==> config.mk <==
export PLATFORM = sky130hd
export DESIGN_NAME = vanity_range_loader
export DESIGN_NICKNAME = d
export VERILOG_FILES = /design/src/rtl/vanity_pkg.sv /design/src/rtl/vanity_word_shifter.sv /design/src/rtl/vanity_range_loader.sv
export SDC_FILE = /design/constraint.sdc
export NUM_CORES = 1
export LEC_CHECK = 0
export BUFFER_PORTS_ARGS = -buffer_cell sky130_fd_sc_hd__buf_2
export CELL_PAD_IN_SITES_DETAIL_PLACEMENT = 1
export CELL_PAD_IN_SITES_GLOBAL_PLACEMENT = 2
export CORE_UTILIZATION = 38
export CTS_BUF_LIST = sky130_fd_sc_hd__clkbuf_4
export CTS_CLUSTER_DIAMETER = 50
export DETAILED_ROUTE_END_ITERATION = 8
export HOLD_SLACK_MARGIN = 0.06
export PLACE_DENSITY_LB_ADDON = 0.1
export SLEW_MARGIN = 20
export SYNTH_ARGS = -nofsm -noshare
export SYNTH_HDL_FRONTEND = slang
export SYNTH_HIERARCHICAL = 1
export SYNTH_SLANG_ARGS = --single-unit
==> constraint.sdc <==
create_clock -name clk -period 3.4 [get_ports clk]
set_clock_uncertainty 0.15 [all_clocks]
set_input_delay 1.02 -clock clk [delete_from_list [all_inputs] [get_ports clk]]
set_output_delay 1.02 -clock clk [all_outputs]
set_load 0.02 [all_outputs]
==> src/rtl/vanity_pkg.sv <==
// Shared constants and FSM state encoding for the vanity range loader.
package vanity_pkg;

    localparam int WORD_WIDTH        = 32;
    localparam int HASH_WIDTH        = 160;
    localparam int WORDS             = HASH_WIDTH / WORD_WIDTH;
    localparam int MATCH_COUNT_WIDTH = 32;

    typedef enum logic [2:0] {
        LOAD_MIN,
        LOAD_MAX,
        CHECK,
        ARMED,
        ERROR
    } state_t;

endpackage

==> src/rtl/vanity_word_shifter.sv <==
// WORDS-deep shift-in register, most-significant word first; o_done flags the
// shift that completes a full value.
module vanity_word_shifter #(
    parameter int WORD_WIDTH = 32,
    parameter int WORDS      = 5
) (
    input  logic                        clk,
    input  logic                        reset,
    input  logic                        i_shift,
    input  logic [WORD_WIDTH-1:0]       i_word,
    output logic [WORDS*WORD_WIDTH-1:0] o_value,
    output logic                        o_done
);

    localparam int             IDX_W    = (WORDS > 1) ? $clog2(WORDS) : 1;
    localparam logic [IDX_W-1:0] LAST_IDX = IDX_W'(WORDS - 1);

    logic [IDX_W-1:0]            r_index;
    logic [WORDS*WORD_WIDTH-1:0] r_value;
    logic [WORDS*WORD_WIDTH-1:0] w_next_value;

    generate
        if (WORDS > 1) begin : g_multi
            assign w_next_value = {r_value[WORDS*WORD_WIDTH-WORD_WIDTH-1:0], i_word};
        end else begin : g_single
            assign w_next_value = i_word;
        end
    endgenerate

    assign o_done  = i_shift && (r_index == LAST_IDX);
    assign o_value = r_value;

    always_ff @(posedge clk) begin
        if (reset) begin
            // NOTE: the shadow value is reset too, so a reset mid-load leaves no
            // stale partial words behind; it is a handful of flops, not a RAM.
            r_index <= '0;
            r_value <= '0;
        end else if (i_shift) begin
            // NOTE: non-blocking assignments keep every flop sampling pre-edge values.
            r_index <= o_done ? '0 : r_index + 1'b1;
            r_value <= w_next_value;
        end
    end

endmodule

==> src/rtl/vanity_range_loader.sv <==
// Loads a min/max hash range from a word stream, validates it, commits it atomically
// and counts comparator matches. Define VANITY_RANGE_SWAP_EN to swap reversed ranges.
module vanity_range_loader #(
    parameter int WORD_WIDTH = vanity_pkg::WORD_WIDTH,
    parameter int HASH_WIDTH = vanity_pkg::HASH_WIDTH
) (
    input  logic                  clk,
    input  logic                  reset,
    input  logic [WORD_WIDTH-1:0] rx_data,
    input  logic                  rx_valid,
    output logic                  tx_ready,
    output logic [HASH_WIDTH-1:0] tx_min,
    output logic [HASH_WIDTH-1:0] tx_max,
    output logic                  tx_enable,
    input  logic                  rx_match,
    output logic                  tx_error,
    output logic [31:0]           tx_match_count
);

    import vanity_pkg::*;

    localparam int NUM_WORDS = HASH_WIDTH / WORD_WIDTH;

    state_t r_state;
    state_t w_next_state;

    logic [HASH_WIDTH-1:0]        r_min;
    logic [HASH_WIDTH-1:0]        r_max;
    logic                         r_enable;
    logic                         r_error;
    logic [MATCH_COUNT_WIDTH-1:0] r_match_count;

    logic                  w_accept;
    logic                  w_shift_min;
    logic                  w_shift_max;
    logic                  w_min_done;
    logic                  w_max_done;
    logic                  w_commit;
    logic                  w_reject;
    logic [HASH_WIDTH-1:0] w_shadow_min;
    logic [HASH_WIDTH-1:0] w_shadow_max;
    logic [HASH_WIDTH-1:0] w_commit_min;
    logic [HASH_WIDTH-1:0] w_commit_max;

    assign tx_ready    = (r_state != CHECK);
    assign w_accept    = rx_valid && tx_ready;
    // A word arriving while armed or in error starts a fresh min load.
    assign w_shift_min = w_accept && (r_state inside {LOAD_MIN, ARMED, ERROR});
    assign w_shift_max = w_accept && (r_state == LOAD_MAX);

    vanity_word_shifter #(.WORD_WIDTH(WORD_WIDTH), .WORDS(NUM_WORDS)) u_min_shifter (
        .clk     (clk),
        .reset   (reset),
        .i_shift (w_shift_min),
        .i_word  (rx_data),
        .o_value (w_shadow_min),
        .o_done  (w_min_done)
    );

    vanity_word_shifter #(.WORD_WIDTH(WORD_WIDTH), .WORDS(NUM_WORDS)) u_max_shifter (
        .clk     (clk),
        .reset   (reset),
        .i_shift (w_shift_max),
        .i_word  (rx_data),
        .o_value (w_shadow_max),
        .o_done  (w_max_done)
    );

    always_comb begin
        // NOTE: every output of this block gets a default first so no latch is inferred.
        w_next_state = r_state;
        w_commit     = 1'b0;
        w_reject     = 1'b0;
        w_commit_min = w_shadow_min;
        w_commit_max = w_shadow_max;
        case (r_state)
            LOAD_MIN, ARMED, ERROR: begin
                if (w_shift_min) w_next_state = w_min_done ? LOAD_MAX : LOAD_MIN;
            end
            LOAD_MAX: begin
                if (w_max_done) w_next_state = CHECK;
            end
            CHECK: begin
                if (w_shadow_min <= w_shadow_max) begin
                    w_commit     = 1'b1;
                    w_next_state = ARMED;
                end else begin
`ifdef VANITY_RANGE_SWAP_EN
                    w_commit     = 1'b1;
                    w_commit_min = w_shadow_max;
                    w_commit_max = w_shadow_min;
                    w_next_state = ARMED;
`else
                    w_reject     = 1'b1;
                    w_next_state = ERROR;
`endif
                end
            end
            default: w_next_state = LOAD_MIN;
        endcase
    end

    always_ff @(posedge clk) begin
        if (reset) begin
            r_state       <= LOAD_MIN;
            r_min         <= '0;
            r_max         <= '0;
            r_enable      <= 1'b0;
            r_error       <= 1'b0;
            r_match_count <= '0;
        end else begin
            r_state  <= w_next_state;
            r_enable <= (w_next_state == ARMED);
            if (w_commit) begin
                r_min   <= w_commit_min;
                r_max   <= w_commit_max;
                r_error <= 1'b0;
            end else if (w_reject) begin
                r_error <= 1'b1;
            end
            // Commit clear wins over an in-flight match in the same cycle.
            if (w_commit) begin
                r_match_count <= '0;
            end else if (rx_match && (r_match_count != '1)) begin
                r_match_count <= r_match_count + 1'b1;
            end
        end
    end

    assign tx_min         = r_min;
    assign tx_max         = r_max;
    assign tx_enable      = r_enable;
    assign tx_error       = r_error;
    assign tx_match_count = r_match_count;

endmodule

==> impl_metrics.toml, run 1 <==
[global_route]
grtUsageTotal_pct = 26.4
grt_max_degree = 117
grt_pass1_vias = 28600
grt.overflow.total = 0
grt_pass1_wl_um = 172000
antenna_found_initial = 3

[cells_and_area]
area_growth_pct = 31.8
final_util_pct = 50.9
finalNonFillerCells = 5351
fillers = 9427
drive_above_1_share_pct = 29.7
seq_area_um2 = 13700
finalNetCount = 4334
multiInputGateArea_um2 = 16800

[pwr]
powerDensity_nw_per_um2 = 402
power.switching_mw = 4.30
share_comb_of_total_power_pct = 6.9
p_seq_share_pct = 48.0
p_leak_nw = 17.4
p_clk_share_pct = 45.1
p_int_mw = 12.6
totalPowerFinal_mw = 16.9
swShare_pct = 25.5
vdd_ir_drop_max_v = 0.000264

[timing]
relSlewSlack_pct = 50.2
finalCritPeriodShare_pct = 107
final_max_slew_viol_count = 0
post-route-min-period_ns = 3.64
worst_slack_ns = -0.239
setup_violations = 353
rsz0062_at_grt = "true"
tightestPinTransition_ns = 0.740
max_freq_mhz = 275
finalHoldViolCount = 0

[routing]
met3_length_um = 4730
vias_per_cell = 4.94
routed_wl_um = 116000
wl_met2_um = 58600
drt_iter0_drc = 1092
vias = 26400
wl_per_cell_um = 21.7
topRoutingLayerUsed = "met4"
drc = 0
wl_met1_um = 49800
ant_nets = 0
drtPass1Iterations = 4

[clock_tree]
clk_path_buf_depth = 3
clkSinkCount = 683
cts_max_level = 4
path_clk_slew_ns = 0.06
cts_made_buffers = 189
cts_root_buf = "clkbuf_4"
cts_tree = "yes"
insertion_delay_ns = 1.05

[synthesis]
synthArstFlopShare_pct = 0
synth.most_common_cell = "dfxtp_1"
yosysTopAreaCellShare_pct = 42.9
synthCells = 3241
yosys_warnings = 6
synth.area.top_cells = "dfxtp_1, mux2i_1, nand2b_1"
syn_nets = 3442
synth_top_cell_by_area = "dfxtp_1"
synth_edf_count = 0
ys_top_cells_by_count = "dfxtp_1, mux2i_1, nand2b_1"
seq_area_frac_synth_pct = 42.9
synth_cell_types = 53
syn_avg_cell_area_um2 = 9.83
synth_flop_cell = "dfxtp_1"
syn_area_um2 = 31900
ys_seq_elements = 683

[setup_path]
path_cells = "inv_1, ha_1, nand4_1, nor4_2, buf_4, nand4_1, buf_4, nor4_4, buf_4, nand2_4, a221oi_4, buf_6, buf_12, buf_12, buf_12, buf_16, mux2i_1"
rr_startpoint = "u_max_shifter/o_value[126]"
arrival_ns = 4.42
path_class = "register to register"
critPathRequiredTime_ns = 4.18
crit_path_end = "tx_max[142]"
rr_endpoint = "tx_max[142]"
critPathSlowestCell = "dfxtp_1"
cp_max_fo = 8
slowest_delay_ns = 0.34
endpoint_kind = "register"
cp-startpoint = "u_max_shifter/o_value[126]"
worstSetupStartpointType = "register"
r2r_cells = 17
r2r_slack_ns = -0.24

[floorplanning]
rows = 105
initial_utilization_pct = 38.6
coreArea_um2 = 82500
dieArea_um2 = 85000
die_w_um = 292
ioPinCount = 391
die_h_um = 292

[run]
maxCapViolations = 0

[placed_design]
place_inst = 4913
dp_hpwl_um = 84000
portBuffers = 390
place_congestion = 0.880

[status]
violations = "setup timing"
status = "finished with violations"

[min_path]
hold_class = "input port to register"
==> flip-flops by register name (all words and copies together), names as in the netlist <==
signal / count
tx_error: 1
r_state: 3
tx_max: 160
u_min_shifter/r_index: 3
tx_min: 160
tx_enable: 1
u_max_shifter/r_index: 3
u_min_shifter/o_value: 160
tx_match_count: 32
u_max_shifter/o_value: 160
==> worst min path at each step <==
stage          slack, ns         from          end  cells past startpoint
3_5_place_dp        0.31  tx_max[153]  tx_max[153]                      2
6_report            0.21     rx_valid   r_state[2]                      3
4_1_cts             0.07     rx_valid   r_state[2]                      3
3_3_place_gp        0.31    tx_min[5]    tx_min[5]                      2
2_1_floorplan       0.30   r_state[2]   r_state[1]                      1
5_1_grt             0.13     rx_valid   r_state[2]                      3
==> placed cells by master (no fill, tap or decap), drive strengths merged, types with 21 or more instances in the layout <==
cell type and count:
buf 842, dfxtp 683, nand2b 643, mux2i 643, nor2 343, clkbuf 296
inv 180, ha 165, a21oi 74, nand2 49, nand4 47, nor3 47
clkinv 43, dlygate4sd3 32, nand3 30, o21ai 27, xor2 21
==> critical path: cells and delay by family, from the launching register on <==
kind | cells | cell delay, ns
compound gates | 1 | 0.33
mux | 1 | 0.19
fa+ha+maj | 1 | 0.32
simple gates | 5 | 0.92
flops | 1 | 0.34
buf+inv | 9 | 1.28
==> logic make-up after synthesis <==
family                     after synthesis  share of synthesized area (%)
AOI/OAI and AO/OA                      150                           2.86
xor gates and xnor gates                31                          0.852
adders and majority gates              165                           6.48
buffers and inverters                  364                           6.29
DFF                                    683                           42.9
muxes                                  643                           20.2
and+or+nand+nor                       1205                           20.4
==> per-stage QoR <==
| stage | setup TNS (ns) | hold slack, ns | cell area [um^2] | setup slack, ns |
|---|---|---|---|---|
| 2_1_floorplan | 0 | 0.298 | 31900 | 0.309 |
| 3_3_place_gp | -94.13 | 0.305 | 37300 | -0.331 |
| 3_5_place_dp | -87.51 | 0.309 | 37300 | -0.353 |
| 4_1_cts | -4.71 | 0.0683 | 41200 | -0.0901 |
| 5_1_grt | -92.90 | 0.126 | 42000 | -0.356 |
| 6_report | -48.20 | 0.208 | 42000 | -0.239 |
==> cell type report <==
class,count,share of cell area (%)
timing repair buffer,890,16.8
multi-input combinational,2194,40.0
clock inverter,54,0.721
antenna,5,0.0298
inverter,175,1.57
tap,1070,3.19
sequential,683,32.6
clock buffer,280,5.00
==> power groups by stage <==
stage / logic, mW / registers, mW / clock network (mW)
floorplan: 0.636 / 8.28 / 0
global placement: 1.02 / 8.28 / 0
detailed placement: 1.05 / 8.28 / 0
CTS: 1.15 / 8.10 / 7.86
global route: 1.25 / 8.11 / 8.29
finish: 1.16 / 8.11 / 7.60
==> per-layer routing <==
metal  vias up  global-route usage (%)
met4         0                    8.88
met5         -                       0
li1      12700                       -
met3       140                    5.11
met2       527                    46.8
met1     13000                    31.7
==> timing repair <==
action / in CTS / in global routing
hold buffers: 32 / 0
buffers inserted: 25 / 18
gates resized for setup: 113 / 80
endpoints found under the setup margin: 354 / 355
cloned: 15 / 18
pin swaps: 13 / 13
endpoints found under the hold margin: 62 / 0
Power figures use the tool's default switching activity.
==> run 2: changes to the inputs <==
- ABC_AREA: unset -> 1
- CORE_UTILIZATION: 38 -> 35
==> impl_metrics.toml, run 2 <==
[status]
status = "finished clean"

[min_path]
min_path_cells = 4
hold_class = "input port to register"
hold_end = "r_state[2]"
hold_start = "rx_valid"

[timing]
max_freq_mhz = 309
tns_ns = 0
final_max_slew_viol_count = 0
rsz0062_at_grt = "false"
post-route-min-period_ns = 3.23
tightestPinTransition_ns = 0.662
relSlewSlack_pct = 55.8
finalCritPeriodShare_pct = 95.1
finalHoldViolCount = 0
setup_violations = 0
whs_ns = 0.271

[setup_path]
critPathSlowestCell = "dfxtp_1"
rr_endpoint = "tx_min[119]"
r2r_cells = 16
rr_startpoint = "u_max_shifter/o_value[117]"
critPathRequiredTime_ns = 4.22
path_class = "register to register"
cp_max_fo = 27
r2r_slack_ns = 0.17
path_cells = "inv_1, ha_1, a21oi_1, nor2_1, nor2_1, nand2_1, a21oi_1, nand2_1, a21oi_1, nand3_2, nand2_8, buf_16, buf_12, nand3_1, nand2_1, nor2_1"
arrival_ns = 4.05
slowest_delay_ns = 0.36
worstSetupStartpointType = "register"
endpoint_kind = "register"

[floorplanning]
ioPinCount = 391
initial_utilization_pct = 35.5
rows = 110
dieArea_um2 = 92900
die_h_um = 305
die_w_um = 305
coreArea_um2 = 90400

[pwr]
powerDensity_nw_per_um2 = 535
p_leak_nw = 17.6
vdd_ir_drop_max_v = 0.000347

[synthesis]
synth_cell_types = 41
ys_seq_elements = 683
syn_nets = 4582
ys_top_cells_by_count = "nor2_1, dfxtp_1, nand2_1"
synth_top_cell_by_area = "dfxtp_1"
synth.area.top_cells = "dfxtp_1, nor2_1, nand2_1"
synthArstFlopShare_pct = 0
synthCells = 4381
syn_avg_cell_area_um2 = 7.33
synth_flop_cell = "dfxtp_1"
synth.most_common_cell = "nor2_1"
syn_area_um2 = 32100
synth_edf_count = 0
seq_area_frac_synth_pct = 42.6
yosys_warnings = 6
yosysTopAreaCellShare_pct = 42.6

[placed_design]
portBuffers = 390
dp_hpwl_um = 89000
place_congestion = 0.845

[clock_tree]
cts_made_buffers = 199
cts_setup_buffers = 0
cts_tree = "yes"
cts_root_buf = "clkbuf_4"
insertion_delay_ns = 1.13
cts_max_level = 4
clkSinkCount = 683
clk_path_buf_depth = 3
path_clk_slew_ns = 0.06

[global_route]
grt.overflow.total = 0
grt_pass1_wl_um = 188000
grt_max_degree = 134
antenna_found_initial = 3
grtUsageTotal_pct = 26.2
grt_pass1_vias = 30900

[cells_and_area]
finalNetCount = 5056
multiInputGateArea_um2 = 15100
final_util_pct = 42.3
most-common-layout-cells = "nor2_1, dfxtp_1, nand2_1"
seq_area_um2 = 13700
fillers = 11500
final_common_cell = "nor2_1"
drive_above_1_share_pct = 19.7
area_growth_pct = 19.2

[routing]
drt_iter0_drc = 1656
drtPass1Iterations = 5
wl_per_cell_um = 19.9
vias = 30500
vias_per_cell = 4.92
drc = 0
routed_wl_um = 123000
ant_nets = 0

[run]
maxCapViolations = 0
[run 2: cell count changes in the layout (fill, tap and decap cells not counted), sizes merged, moves of 24 or more]
cell	before	now
nor2	343	1061
mux2i	643	0
nand2b	643	0
nand2	49	574
a21oi	74	419
nand3	30	351
buf	842	530
o21ai	27	339
inv	180	406
nand4	47	17
nor3	47	23
[run 2: logic make-up after synthesis]
kind of cell               after synthesis  share of synthesized area [%]
AOI/OAI and AO/OA                      773                           12.5
xor gates and xnor gates                24                          0.655
adders and majority gates              165                           6.43
buffers and inverters                  692                           10.6
DFF                                    683                           42.6
and+or+nand+nor                       2044                           27.2
[run 2: metal layers]
| layer | global-route usage (%) | up-vias | share of wire (%) |
|---|---|---|---|
| met5 | 0 | - | 0 |
| met4 | 8.93 | 0 | 2.5 |
| met3 | 4.84 | 154 | 4.2 |
| met2 | 43.0 | 641 | 47 |
| met1 | 34.5 | 14600 | 47 |
| li1 | - | 15100 | - |
[run 2: worst max-delay path: cells and delay by family, from the launching register on]
kind | cells | cell delay (ns)
buffers and inverters | 3 | 0.57
AO/OA/AOI/OAI | 3 | 0.67
adder cells (fa/ha/maj) | 1 | 0.32
AND/OR/NAND/NOR | 9 | 0.97
flip-flops | 1 | 0.36
[run 2: how the worst max path moves through the flow]
| stage | slack, ns | to | depth (start not counted) | from |
|---|---|---|---|---|
| after floorplan | 0.90 | tx_ready | 5 | r_state[1] |
| after global placement | 0.20 | tx_max[13] | 18 | u_max_shifter/o_value[143] |
| after detailed placement | 0.18 | tx_min[119] | 17 | u_max_shifter/o_value[155] |
| after CTS | 0.04 | tx_ready | 4 | r_state[1] |
| after global routing | 0.002 | tx_ready | 4 | r_state[1] |
| final | 0.17 | tx_min[119] | 16 | u_max_shifter/o_value[117] |
[run 2: area by class of cell]
class	instances	area share [%]
antenna	4	0.0262
clock buffer	291	5.71
clock inverter	62	0.942
inverter	402	4.00
multi-input combinational	3006	39.4
sequential	683	35.8
tap	1176	3.85
timing repair buffer	563	10.3
[run 2: report_power, final]
part	internal (mW)	switching, mW	total (mW)
clock network	4.20	3.75	7.95
logic	1.36	2.53	3.90
registers	8.28	0.346	8.62
[run 2: what timing repair did]
action	CTS	global route
endpoints found under the setup margin	1	41
endpoints found under the hold margin	65	0
gates resized for setup	1	6
hold buffers	33	0
[run 2: through the flow]
step / cell area, um^2 / setup WS, ns / cells / power, mW
floorplan: 32100 / 0.901 / 4381 / 11.5
CTS: 38200 / 0.0415 / 6183 / 20.8
global route: 38200 / 0.00178 / 6186 / 21.6
detailed placement: 35300 / 0.178 / 5797 / 12.7
finish: 38300 / 0.167 / 6187 / 20.5
global placement: 35300 / 0.197 / 5797 / 12.6
